$ cat config.mk
export PLATFORM = sky130hd
export DESIGN_NAME = xif_coproc_queue_flat
export DESIGN_NICKNAME = d
export VERILOG_FILES = /design/src/rtl/cv32e40x_pkg.sv /design/src/rtl/if_xif.sv /design/src/rtl/xif_coproc_alu.sv /design/src/rtl/xif_coproc_queue.sv /design/src/flat_wrapper.sv
export SDC_FILE = /design/constraint.sdc
export NUM_CORES = 1
export LEC_CHECK = 0
export ABC_AREA = 1
export BUFFER_PORTS_ARGS = -buffer_cell sky130_fd_sc_hd__buf_2
export CAP_MARGIN = 10
export CELL_PAD_IN_SITES_DETAIL_PLACEMENT = 1
export CELL_PAD_IN_SITES_GLOBAL_PLACEMENT = 1
export CORE_MARGIN = 10
export CORE_UTILIZATION = 46
export CTS_BUF_LIST = sky130_fd_sc_hd__clkbuf_4 sky130_fd_sc_hd__clkbuf_8
export DETAILED_ROUTE_END_ITERATION = 10
export GPL_TIMING_DRIVEN = 0
export PLACE_DENSITY_LB_ADDON = 0.25
export RECOVER_POWER = 25
export SLEW_MARGIN = 20
export SYNTH_ARGS = -nofsm -noshare
export SYNTH_HDL_FRONTEND = slang
export SYNTH_HIERARCHICAL = 1
export SYNTH_SLANG_ARGS = --single-unit
$ cat constraint.sdc
create_clock -name clk -period 4.4 [get_ports clk]
set_input_delay 0.22 -clock clk [delete_from_list [all_inputs] [get_ports clk]]
set_output_delay 0.22 -clock clk [all_outputs]
set_load 0.01 [all_outputs]
$ cat src/rtl/cv32e40x_pkg.sv
// Shared types and constants for the coprocessor offload queue.
package cv32e40x_pkg;

  // Lifecycle of one in-flight queue entry
  typedef enum logic [1:0] {
    ENTRY_FREE      = 2'd0,
    ENTRY_ISSUED    = 2'd1,
    ENTRY_COMMITTED = 2'd2,
    ENTRY_KILLED    = 2'd3
  } entry_state_e;

  // Payload held per entry; the offload id is kept alongside because its width is a parameter
  typedef struct packed {
    entry_state_e state;
    logic [4:0]   rd;
    logic [31:0]  data;
  } entry_t;

  localparam entry_t ENTRY_RESET = '{state: ENTRY_FREE, rd: 5'd0, data: 32'd0};

  localparam logic [6:0] OPCODE_CUSTOM0 = 7'b0001011;
  localparam logic [2:0] FUNCT3_ADD     = 3'b000;
  localparam logic [2:0] FUNCT3_SUB     = 3'b001;
  localparam logic [6:0] FUNCT7_ZERO    = 7'b0000000;

  // True when the instruction is in the custom-0 space with a zero funct7 and the given funct3
  function automatic logic match_op(input logic [31:0] instr, input logic [2:0] funct3);
    return (instr[6:0] == OPCODE_CUSTOM0) && (instr[14:12] == funct3) &&
           (instr[31:25] == FUNCT7_ZERO);
  endfunction

endpackage

$ cat src/rtl/if_xif.sv
// Coprocessor extension interface: issue, commit and result channels.
interface if_xif #(
  parameter int X_ID_WIDTH = 4
);
  // Issue channel
  logic                  issue_valid;
  logic                  issue_ready;
  logic [31:0]           issue_req_instr;
  logic [1:0][31:0]      issue_req_rs;
  logic [1:0]            issue_req_rs_valid;
  logic [X_ID_WIDTH-1:0] issue_req_id;
  logic                  issue_resp_accept;
  logic                  issue_resp_writeback;
  logic                  issue_resp_dualwrite;
  logic                  issue_resp_dualread;
  logic                  issue_resp_loadstore;
  logic                  issue_resp_exc;

  // Commit channel
  logic                  commit_valid;
  logic [X_ID_WIDTH-1:0] commit_id;
  logic                  commit_kill;

  // Result channel
  logic                  result_valid;
  logic                  result_ready;
  logic [X_ID_WIDTH-1:0] result_id;
  logic [4:0]            result_rd;
  logic [31:0]           result_data;
  logic                  result_we;
  logic                  result_exc;
  logic [5:0]            result_exccode;

  modport coproc_issue (
    input  issue_valid, issue_req_instr, issue_req_rs, issue_req_rs_valid, issue_req_id,
    output issue_ready, issue_resp_accept, issue_resp_writeback, issue_resp_dualwrite,
           issue_resp_dualread, issue_resp_loadstore, issue_resp_exc
  );

  modport coproc_commit (
    input commit_valid, commit_id, commit_kill
  );

  modport coproc_result (
    input  result_ready,
    output result_valid, result_id, result_rd, result_data, result_we, result_exc,
           result_exccode
  );
endinterface

$ cat src/rtl/xif_coproc_alu.sv
// 32-bit add/subtract datapath for offloaded instructions.
module xif_coproc_alu (
  input  logic [31:0] op_a,
  input  logic [31:0] op_b,
  input  logic        sub,
  output logic [31:0] result
);

  // Wrap-around arithmetic, result truncated to 32 bits
  assign result = sub ? (op_a - op_b) : (op_a + op_b);

endmodule

$ cat src/rtl/xif_coproc_queue.sv
// In-order coprocessor offload queue: accepts custom-0 ADD instructions, waits
// for commit or kill per id, and returns results strictly in issue order.
// Build option: define XIF_COPROC_SUB_EN to also accept the SUB variant (funct3=001).
module xif_coproc_queue
  import cv32e40x_pkg::*;
#(
  parameter int X_ID_WIDTH = 4,
  parameter int DEPTH      = 4
) (
  input logic          clk,
  input logic          rst,
  if_xif.coproc_issue  xif_issue,
  if_xif.coproc_commit xif_commit,
  if_xif.coproc_result xif_result
);

  localparam int PTR_W = $clog2(DEPTH);
  localparam int CNT_W = PTR_W + 1;

  entry_t                entries_reg [DEPTH];
  entry_t                entries_next[DEPTH];
  logic [X_ID_WIDTH-1:0] ids_reg     [DEPTH];
  logic [X_ID_WIDTH-1:0] ids_next    [DEPTH];

  logic [PTR_W-1:0] head_reg, head_next;
  logic [PTR_W-1:0] tail_reg, tail_next;
  logic [CNT_W-1:0] count_reg, count_next;

  logic                  result_valid_reg, result_valid_next;
  logic [X_ID_WIDTH-1:0] result_id_reg, result_id_next;
  logic [4:0]            result_rd_reg, result_rd_next;
  logic [31:0]           result_data_reg, result_data_next;

  logic [31:0]      instr;
  logic             is_add;
  logic             is_sub;
  logic             recognised;
  logic             full;
  logic             push;
  logic             pop;
  logic [31:0]      alu_result;
  logic [DEPTH-1:0] commit_hit;
  logic             unused_instr_bits;

  assign instr             = xif_issue.issue_req_instr;
  assign unused_instr_bits = ^instr[24:15];

  assign is_add = match_op(instr, FUNCT3_ADD);
`ifdef XIF_COPROC_SUB_EN
  assign is_sub = match_op(instr, FUNCT3_SUB);
`else
  assign is_sub = 1'b0;
`endif
  assign recognised = is_add | is_sub;

  assign full = (count_reg == CNT_W'(DEPTH));

  // Only accepted instructions occupy a slot, so only they are throttled by a full queue
  assign xif_issue.issue_ready = !rst &&
      (!recognised || (!full && (xif_issue.issue_req_rs_valid == 2'b11)));

  assign xif_issue.issue_resp_accept    = recognised;
  assign xif_issue.issue_resp_writeback = recognised;
  assign xif_issue.issue_resp_dualwrite = 1'b0;
  assign xif_issue.issue_resp_dualread  = 1'b0;
  assign xif_issue.issue_resp_loadstore = 1'b0;
  assign xif_issue.issue_resp_exc       = 1'b0;

  assign push = xif_issue.issue_valid && xif_issue.issue_ready && recognised;

  // A committed head leaves on the result handshake; a killed head is dropped silently
  assign pop = (result_valid_reg && xif_result.result_ready) ||
               (entries_reg[head_reg].state == ENTRY_KILLED);

  xif_coproc_alu u_alu (
    .op_a   (xif_issue.issue_req_rs[0]),
    .op_b   (xif_issue.issue_req_rs[1]),
    .sub    (is_sub),
    .result (alu_result)
  );

  // Commit matches only entries already waiting, so an id allocated this cycle is never hit
  generate
    for (genvar gi = 0; gi < DEPTH; gi++) begin : g_commit_hit
      assign commit_hit[gi] = xif_commit.commit_valid &&
                              (entries_reg[gi].state == ENTRY_ISSUED) &&
                              (ids_reg[gi] == xif_commit.commit_id);
    end
  endgenerate

  // Next-state of every entry: allocate at tail, resolve commits, release the head
  always_comb begin
    for (int i = 0; i < DEPTH; i++) begin
      entries_next[i] = entries_reg[i];
      ids_next[i]     = ids_reg[i];
      if (push && (tail_reg == PTR_W'(i))) begin
        entries_next[i].state = ENTRY_ISSUED;
        entries_next[i].rd    = instr[11:7];
        entries_next[i].data  = alu_result;
        ids_next[i]           = xif_issue.issue_req_id;
      end else if (commit_hit[i]) begin
        entries_next[i].state = xif_commit.commit_kill ? ENTRY_KILLED : ENTRY_COMMITTED;
      end else if (pop && (head_reg == PTR_W'(i))) begin
        entries_next[i] = ENTRY_RESET;
      end
    end
  end

  // Pointer/count updates and the registered view of the next head entry
  always_comb begin
    head_next  = head_reg + PTR_W'(pop);
    tail_next  = tail_reg + PTR_W'(push);
    count_next = count_reg + CNT_W'(push) - CNT_W'(pop);

    result_valid_next = (entries_next[head_next].state == ENTRY_COMMITTED);
    result_id_next    = '0;
    result_rd_next    = '0;
    result_data_next  = '0;
    if (result_valid_next) begin
      result_id_next   = ids_next[head_next];
      result_rd_next   = entries_next[head_next].rd;
      result_data_next = entries_next[head_next].data;
    end
  end

  // State registers; reset discards every in-flight entry
  always_ff @(posedge clk) begin
    if (rst) begin
      for (int i = 0; i < DEPTH; i++) begin
        entries_reg[i] <= ENTRY_RESET;
        ids_reg[i]     <= '0;
      end
      head_reg         <= '0;
      tail_reg         <= '0;
      count_reg        <= '0;
      result_valid_reg <= 1'b0;
      result_id_reg    <= '0;
      result_rd_reg    <= '0;
      result_data_reg  <= '0;
    end else begin
      entries_reg      <= entries_next;
      ids_reg          <= ids_next;
      head_reg         <= head_next;
      tail_reg         <= tail_next;
      count_reg        <= count_next;
      result_valid_reg <= result_valid_next;
      result_id_reg    <= result_id_next;
      result_rd_reg    <= result_rd_next;
      result_data_reg  <= result_data_next;
    end
  end

  assign xif_result.result_valid   = result_valid_reg;
  assign xif_result.result_id      = result_id_reg;
  assign xif_result.result_rd      = result_rd_reg;
  assign xif_result.result_data    = result_data_reg;
  assign xif_result.result_we      = 1'b1;
  assign xif_result.result_exc     = 1'b0;
  assign xif_result.result_exccode = 6'd0;

endmodule

$ cat src/flat_wrapper.sv
// flat-port wrapper written by rule: the top's interface ports become plain ports
module xif_coproc_queue_flat import cv32e40x_pkg::*;
#(
  parameter int X_ID_WIDTH = 4,
  parameter int DEPTH      = 4
)
  (clk, rst, xif_issue_issue_valid, xif_issue_issue_req_instr, xif_issue_issue_req_rs, xif_issue_issue_req_rs_valid, xif_issue_issue_req_id, xif_issue_issue_ready, xif_issue_issue_resp_accept, xif_issue_issue_resp_writeback, xif_issue_issue_resp_dualwrite, xif_issue_issue_resp_dualread, xif_issue_issue_resp_loadstore, xif_issue_issue_resp_exc, xif_commit_commit_valid, xif_commit_commit_id, xif_commit_commit_kill, xif_result_result_ready, xif_result_result_valid, xif_result_result_id, xif_result_result_rd, xif_result_result_data, xif_result_result_we, xif_result_result_exc, xif_result_result_exccode);
  if_xif #(.X_ID_WIDTH(X_ID_WIDTH)) xif_issue_i ();
  if_xif #(.X_ID_WIDTH(X_ID_WIDTH)) xif_commit_i ();
  if_xif #(.X_ID_WIDTH(X_ID_WIDTH)) xif_result_i ();
  input logic clk;
  input logic rst;
  input wire logic [$bits(xif_issue_i.issue_valid)-1:0] xif_issue_issue_valid;
  input wire logic [$bits(xif_issue_i.issue_req_instr)-1:0] xif_issue_issue_req_instr;
  input wire logic [$bits(xif_issue_i.issue_req_rs)-1:0] xif_issue_issue_req_rs;
  input wire logic [$bits(xif_issue_i.issue_req_rs_valid)-1:0] xif_issue_issue_req_rs_valid;
  input wire logic [$bits(xif_issue_i.issue_req_id)-1:0] xif_issue_issue_req_id;
  output wire logic [$bits(xif_issue_i.issue_ready)-1:0] xif_issue_issue_ready;
  output wire logic [$bits(xif_issue_i.issue_resp_accept)-1:0] xif_issue_issue_resp_accept;
  output wire logic [$bits(xif_issue_i.issue_resp_writeback)-1:0] xif_issue_issue_resp_writeback;
  output wire logic [$bits(xif_issue_i.issue_resp_dualwrite)-1:0] xif_issue_issue_resp_dualwrite;
  output wire logic [$bits(xif_issue_i.issue_resp_dualread)-1:0] xif_issue_issue_resp_dualread;
  output wire logic [$bits(xif_issue_i.issue_resp_loadstore)-1:0] xif_issue_issue_resp_loadstore;
  output wire logic [$bits(xif_issue_i.issue_resp_exc)-1:0] xif_issue_issue_resp_exc;
  input wire logic [$bits(xif_commit_i.commit_valid)-1:0] xif_commit_commit_valid;
  input wire logic [$bits(xif_commit_i.commit_id)-1:0] xif_commit_commit_id;
  input wire logic [$bits(xif_commit_i.commit_kill)-1:0] xif_commit_commit_kill;
  input wire logic [$bits(xif_result_i.result_ready)-1:0] xif_result_result_ready;
  output wire logic [$bits(xif_result_i.result_valid)-1:0] xif_result_result_valid;
  output wire logic [$bits(xif_result_i.result_id)-1:0] xif_result_result_id;
  output wire logic [$bits(xif_result_i.result_rd)-1:0] xif_result_result_rd;
  output wire logic [$bits(xif_result_i.result_data)-1:0] xif_result_result_data;
  output wire logic [$bits(xif_result_i.result_we)-1:0] xif_result_result_we;
  output wire logic [$bits(xif_result_i.result_exc)-1:0] xif_result_result_exc;
  output wire logic [$bits(xif_result_i.result_exccode)-1:0] xif_result_result_exccode;
  assign xif_issue_i.issue_valid = xif_issue_issue_valid;
  assign xif_issue_i.issue_req_instr = xif_issue_issue_req_instr;
  assign xif_issue_i.issue_req_rs = xif_issue_issue_req_rs;
  assign xif_issue_i.issue_req_rs_valid = xif_issue_issue_req_rs_valid;
  assign xif_issue_i.issue_req_id = xif_issue_issue_req_id;
  assign xif_issue_issue_ready = xif_issue_i.issue_ready;
  assign xif_issue_issue_resp_accept = xif_issue_i.issue_resp_accept;
  assign xif_issue_issue_resp_writeback = xif_issue_i.issue_resp_writeback;
  assign xif_issue_issue_resp_dualwrite = xif_issue_i.issue_resp_dualwrite;
  assign xif_issue_issue_resp_dualread = xif_issue_i.issue_resp_dualread;
  assign xif_issue_issue_resp_loadstore = xif_issue_i.issue_resp_loadstore;
  assign xif_issue_issue_resp_exc = xif_issue_i.issue_resp_exc;
  assign xif_commit_i.commit_valid = xif_commit_commit_valid;
  assign xif_commit_i.commit_id = xif_commit_commit_id;
  assign xif_commit_i.commit_kill = xif_commit_commit_kill;
  assign xif_result_i.result_ready = xif_result_result_ready;
  assign xif_result_result_valid = xif_result_i.result_valid;
  assign xif_result_result_id = xif_result_i.result_id;
  assign xif_result_result_rd = xif_result_i.result_rd;
  assign xif_result_result_data = xif_result_i.result_data;
  assign xif_result_result_we = xif_result_i.result_we;
  assign xif_result_result_exc = xif_result_i.result_exc;
  assign xif_result_result_exccode = xif_result_i.result_exccode;
  xif_coproc_queue #(.X_ID_WIDTH(X_ID_WIDTH), .DEPTH(DEPTH)) u_core (.clk(clk), .rst(rst), .xif_issue(xif_issue_i), .xif_commit(xif_commit_i), .xif_result(xif_result_i));
endmodule
## Yosys cells after proc, flatten, opt, wreduce, memory -nomap -nowiden

Cells that the tools add are included.

| cells by class | value |
|---|---|
| order comparisons | 2 |
| equal/unequal tests | 19 |
| multiplexer cells | 30 |
| bitwise gates (word level) | 3 |
| reductions and logical operators | 33 |
| add/sub/neg operators | 5 |

Operators with widths:

| operator | count |
|---|---|
| $mux W39 | 12 |
| $bmux W39 S2 | 2 |
| $mux W37 | 4 |
| $add A32 B32 Y32 | 1 |
| $mux W4 | 6 |
| $logic_and A1 B1 Y1 | 23 |
| $eq A4 B4 Y1 | 4 |
| $eq A2 B2 Y1 const B | 7 |
| $eq A2 B1 Y1 const B | 6 |
| $bmux W4 S2 | 1 |
| $mux W2 | 4 |
| $eq A7 B4 Y1 const B | 1 |
| $logic_not A7 Y1 | 1 |
| $ge A3 B3 Y1 const B | 2 |
| $not A2 Y3 | 2 |
| $add A2 B1 Y2 | 2 |
| $logic_not A2 Y1 | 2 |
| $add A3 B1 Y3 | 1 |
| $eq A3 B3 Y1 const B | 1 |
| $logic_not A1 Y1 | 3 |
| $logic_not A3 Y1 | 1 |
| $sub A3 B1 Y3 | 1 |
| $logic_or A1 B1 Y1 | 2 |
| $reduce_or A2 Y1 | 1 |
| other kinds (2) | 2 |

| storage, ports and cells | value |
|---|---|
| logic and storage cells | 115 |
| flip-flop bits (word level) | 221 |
| input port bits | 112 |
| output and inout bits | 57 |

## Depth between registers and ports, before layout

| logic depth | value |
|---|---|
| word-level depth | 16 |
| gate-level depth with buffers | 28 |

## By module

The synthesis kept the hierarchy.

By module, submodules not included:

| module | cells an instance | area an instance (µm²) | times used | seq. area each (µm²) |
|---|---|---|---|---|
| xif_coproc_queue | 1758 | 11339.6 | 1 | 4424.2 |
| xif_coproc_alu | 705 | 3388.2 | 1 | 0.0 |

## Worst setup path before layout

Ideal clock, no wire load.

| timing path | value |
|---|---|
| path type | input to register |
| from | input xif_issue_issue_req_rs[32] |
| to | register u_core.result_data_reg[31], in the netlist u_core/xif_result.result_data[31] |
| library setup time | 109 ps |
| path slack | 1729 ps |
| stages on the path | 25 |
| required time | 4291 ps |
| data arrival time | 2562 ps |
| path through | inv_1 > ha_1 > nand3_1 > nor2_1 > nand2_1 > xnor2_1 > nand2_1 > o21ai_0 > ha_1 > nand2_1 > inv_1 > nand2_1 > nand2_1 > a21oi_1 > nand2_2 > nand2_2 > nand2_1 > nand2_1 > nand2_1 > nand3_1 > nand3_1 > nand3_1 > nand2_1 > nand2_1 > inv_1 |

| on the way | value |
|---|---|
| word-level cells in the longest chain between the ends | 5 |
| elaborated cells on any way between the ends | 8 |
| classes of those cells | add/sub: 1; mux: 7 |

RTL lines:

| item | RTL line | source |
|---|---|---|
| start: declaration | flat_wrapper.sv:15 | `input wire logic [$bits(xif_issue_i.issue_req_rs)-1:0] xif_issue_issue_req_rs;` |
| $add A32 B32 Y32 * | xif_coproc_alu.sv:10 | `assign result = sub ? (op_a - op_b) : (op_a + op_b);` |
| named net u_core.alu_result[31] | xif_coproc_queue.sv:41 | `logic [31:0] alu_result;` |
| $mux W39 | xif_coproc_queue.sv:96 | `if (push && (tail_reg == PTR_W'(i))) begin` |
| $bmux W39 S2 * | xif_coproc_queue.sv:122 | `result_data_next = entries_next[head_next].data;` |
| $mux W39 * (2 in series) | n/a |  |
| end signal: assignment | xif_coproc_queue.sv:149 | `result_data_reg <= result_data_next;` |
| end: declaration | xif_coproc_queue.sv:32 | `logic [31:0] result_data_reg, result_data_next;` |

Mark *: on every way through the listed nets, which the timed path passes. The rest lies on a longest branch. The select of a mux whose other input is x is not followed.
A chain may end at the register's enable or synchronous reset.

## Worst setup path in the final report

| timing path | value |
|---|---|
| from | register u_core.head_reg[0] |
| to | register u_core.result_data_reg[18], in the netlist u_core/xif_result.result_data[18] |

| on the way | value |
|---|---|
| word-level cells in the longest chain between the ends | 16 |
| elaborated cells on any way between the ends | 38 |
| classes of those cells | add/sub: 1; eq/ne: 5; mux: 22; bitwise: 3; reduce/logical: 7 |

RTL lines:

| item | RTL line | source |
|---|---|---|
| start: declaration | xif_coproc_queue.sv:25 | `logic [PTR_W-1:0] head_reg, head_next;` |
| start signal: assignment | xif_coproc_queue.sv:143 | `head_reg <= head_next;` |
| $not A2 Y3 (implied by the code) | xif_coproc_queue.sv:73 | `(entries_reg[head_reg].state == ENTRY_KILLED);` |
| $bmux W39 S2 | xif_coproc_queue.sv:73 |  |
| $mux W39 (implied by the code) (2 in series) | xif_coproc_queue.sv:73 |  |
| $eq A2 B2 Y1 | xif_coproc_queue.sv:73 |  |
| $logic_or A1 B1 Y1 | xif_coproc_queue.sv:72 | `assign pop = (result_valid_reg && xif_result.result_ready) \|\|` |
| $logic_and A1 B1 Y1 | xif_coproc_queue.sv:103 | `end else if (pop && (head_reg == PTR_W'(i))) begin` |
| $mux W39 | xif_coproc_queue.sv:103 |  |
| $mux W2 | xif_coproc_queue.sv:101 | `end else if (commit_hit[i]) begin` |
| $mux W39 | xif_coproc_queue.sv:96 |  |
| $bmux W39 S2 * | xif_coproc_queue.sv:115, xif_coproc_queue.sv:122 |  |
| $mux W39 (implied by the code) * (2 in series) | xif_coproc_queue.sv:115 | `result_valid_next = (entries_next[head_next].state == ENTRY_COMMITTED);` |
| $eq A2 B2 Y1 | xif_coproc_queue.sv:115 |  |
| $not A1 Y1 (no source line) | n/a |  |
| $reduce_or A2 Y1 (no source line) | n/a |  |

Every way passes the cells marked *; elsewhere a longest branch is shown, timed or not. The select of a mux whose other input is x is not followed.

==> reports/results.tsv <==
metric	value	unit
largest area contributor in the netlist	dfxtp_1	
DRT iter0 DRCs	1060	
Root Driver	clkbuf_8	
core area	0.0316	sq mm
Worst-path clk slew	0.06	ns
CP max stage cell	xnor2_1	
Setup Viol. Count Final	0	
sequential share of the synthesized area	30.0	%
total track usage	29.8	%
register bit count reported by yosys	221	
antenna cells	0	
RSZ-0062 raised after global routing	false	
Post-synth top cells	nand2_1, nand3_1, inv_1	
final critical-path required period	3.98	ns
P_leak	9.10	nW
area of the multi-input gates	0.00823	sq mm
Synth async-reset ratio	0	%
Die H	199	um
Crit path depth	17	
vias in the first global route	17800	
Final WS setup	0.420	ns
unique cell type count in the Yosys netlist	38	
fillcell total	4566	
IO Port Bufs	145	
Synth-to-Final Area Change	13.9	%
Post-DP HPWL	46400	um
Routed Antenna Nets	0	
clk_lat worst skew	0.54	ns
clock buffer count from CTS	39	
Worst Path Max Fanout	10	
Post-synth EDFFs	0	
Setup WS pre-CTS	0.453	ns
CP arrival	4.46	ns
CTS tree	built	
number of H-tree levels	2	
WS Path Type	flip-flop to flip-flop	
DR vias	17100	
final hold vios	0	
Pwr Density	295	mW/mm^2
Max Slew Vio Count	0	
syn_area_per_cell	5.98	sq um
Post-layout nets	2817	
R2R depth	17	
share of the synthesized area in the top cell type	30.0	%
CTS max path bufs	3	
die width	199	um
Syn Inst Count	2463	
# Max-Cap Violations	0	
CP top delay family	simple AND/OR/NAND/NOR gates	
global-route wire length before repair	93500	um
drt wl/cell	19.4	um
Max Clock Freq	251	MHz
DIE AREA	0.0396	sq mm
Worst Setup Start Kind	flip-flop	
outcome	finished clean	
Initial Utilization	46.7	%
Worst Path Required	4.88	ns
maximum VDD drop	0.202	mV
largest net degree at the start of global routing	11	
Hold Path Stages	3	
class of the worst hold path	input pin to flip-flop	
skew final	0.0199	ns
sequential cell area	0.00442	sq mm
post-layout util	53.2	%
initial antenna violation count	0	
Crit path top cell by count	nand2_1	
Worst Tran Pin Value	1.43	ns
ys flop type	dfxtp_1	
Mapped Area	0.0147	sq mm
WP buf/inv	5	
top-level I/O count	169	
slew margin rel.	4.53	%
GRT overflow	0	
top cells by area, synth	dfxtp_1, nand2_1, nand3_1	
routed wire length	60200	um
yosys warns	6	
crit-path max cell delay	0.80	ns
Setup crit end kind	flip-flop	
crit share post-route	90.5	%
max reg flops	156	
share of cells above drive strength 1	10.7	%
cell chain of the critical path	buf_6 -> clkinvlp_2 -> nand2_1 -> nand2_1 -> nand2_1 -> nand2_1 -> nand2_1 -> nand2_1 -> ha_1 -> xnor2_1 -> clkinv_1 -> nor2_1 -> nand2_1 -> nand2_4 -> buf_6 -> nand2_1 -> inv_1	
TritonRoute pass-1 iters	5	
most frequent cell after synthesis	nand2_1	
RD Place Congestion	0.901	
# rows	65	
via density per instance	5.52	
Sink Count	221	
Post-route DRC	0	
Final TNS setup	0	ns
==> layout by cell type (no fill, tap or decap), drive strengths merged, types with 13 or more instances in the layout <==
cell / n
a21oi: 191
buf: 167
clkbuf: 164
conb: 17
dfxtp: 221
ha: 36
inv: 384
nand2: 821
nand3: 437
nand4: 13
nor2: 144
o21ai: 17
xnor2: 20
xor2: 30
==> layout make-up <==
class                      count  share of cell area (%)
multi-input combinational   1748                    49.0
buffer                       122                    3.71
tap                          402                    3.00
clock inverter                 2                   0.209
inverter                     387                    8.67
sequential                   221                    26.4
clock buffer                  64                    4.84
timing repair buffer         148                    4.18
==> worst min-delay path: cells and delay by family <==
family / cells / cell delay (ns)
compound gates: 1 / 0.06
simple gates: 1 / 0.09
buf+inv: 1 / 0.13
==> per-stage QoR <==
stage          instances  hold WS [ns]  power [mW]  instance area (sq um)
2_1_floorplan       2478         0.384        2.56                  14800
3_3_place_gp        3025         0.490        2.86                  16000
3_5_place_dp        3025         0.504        2.88                  16000
4_1_cts             3094       0.00542        4.95                  16900
5_1_grt             3094        0.0218        5.13                  16800
6_report            3094        0.0225        4.94                  16800
==> metal layers <==
metal | GRT usage, % | share of wire (%)
met4 | 14.9 | 4.7
met1 | 32.8 | 39
met5 | 0 | 0
met3 | 5.00 | 7.0
met2 | 54.1 | 49
==> power by group <==
group / internal [mW] / switching [mW]
sequential: 2.00 / 0.000000264
clock: 1.21 / 0.869
combinational: 0.240 / 0.620
total: 3.46 / 1.49
==> cells by family (layout without fill, tap and decap cells) <==
kind of cell / count (synthesis) / count (layout) / synth area share (%)
AOI/OAI and AO/OA: 214 / 214 / 7.40
xor gates and xnor gates: 50 / 50 / 2.97
adders and majority gates: 38 / 38 / 3.33
buffers and inverters: 509 / 723 / 14.2
DFF: 221 / 221 / 30.0
other: 2 / 17 / 0.0510
and+or+nand+nor: 1429 / 1429 / 42.0
==> timing repair <==
action	CTS	global route
hold endpoints to repair	6	0
hold buffers	3	0
buffers inserted	0	0
resized for setup	0	0
==> worst paths after layout <==
check / from / to / slack, ns
setup reg to reg: u_core/head_reg[0] / u_core/xif_result.result_data[18] / 0.42
hold / removal: xif_issue_issue_req_id[2] / u_core/ids_reg[6] / 0.02
setup / recovery: u_core/head_reg[0] / u_core/xif_result.result_data[18] / 0.42
hold reg to reg: u_core/ids_reg[13] / u_core/ids_reg[13] / 0.52
Power figures use the tool's default switching activity.
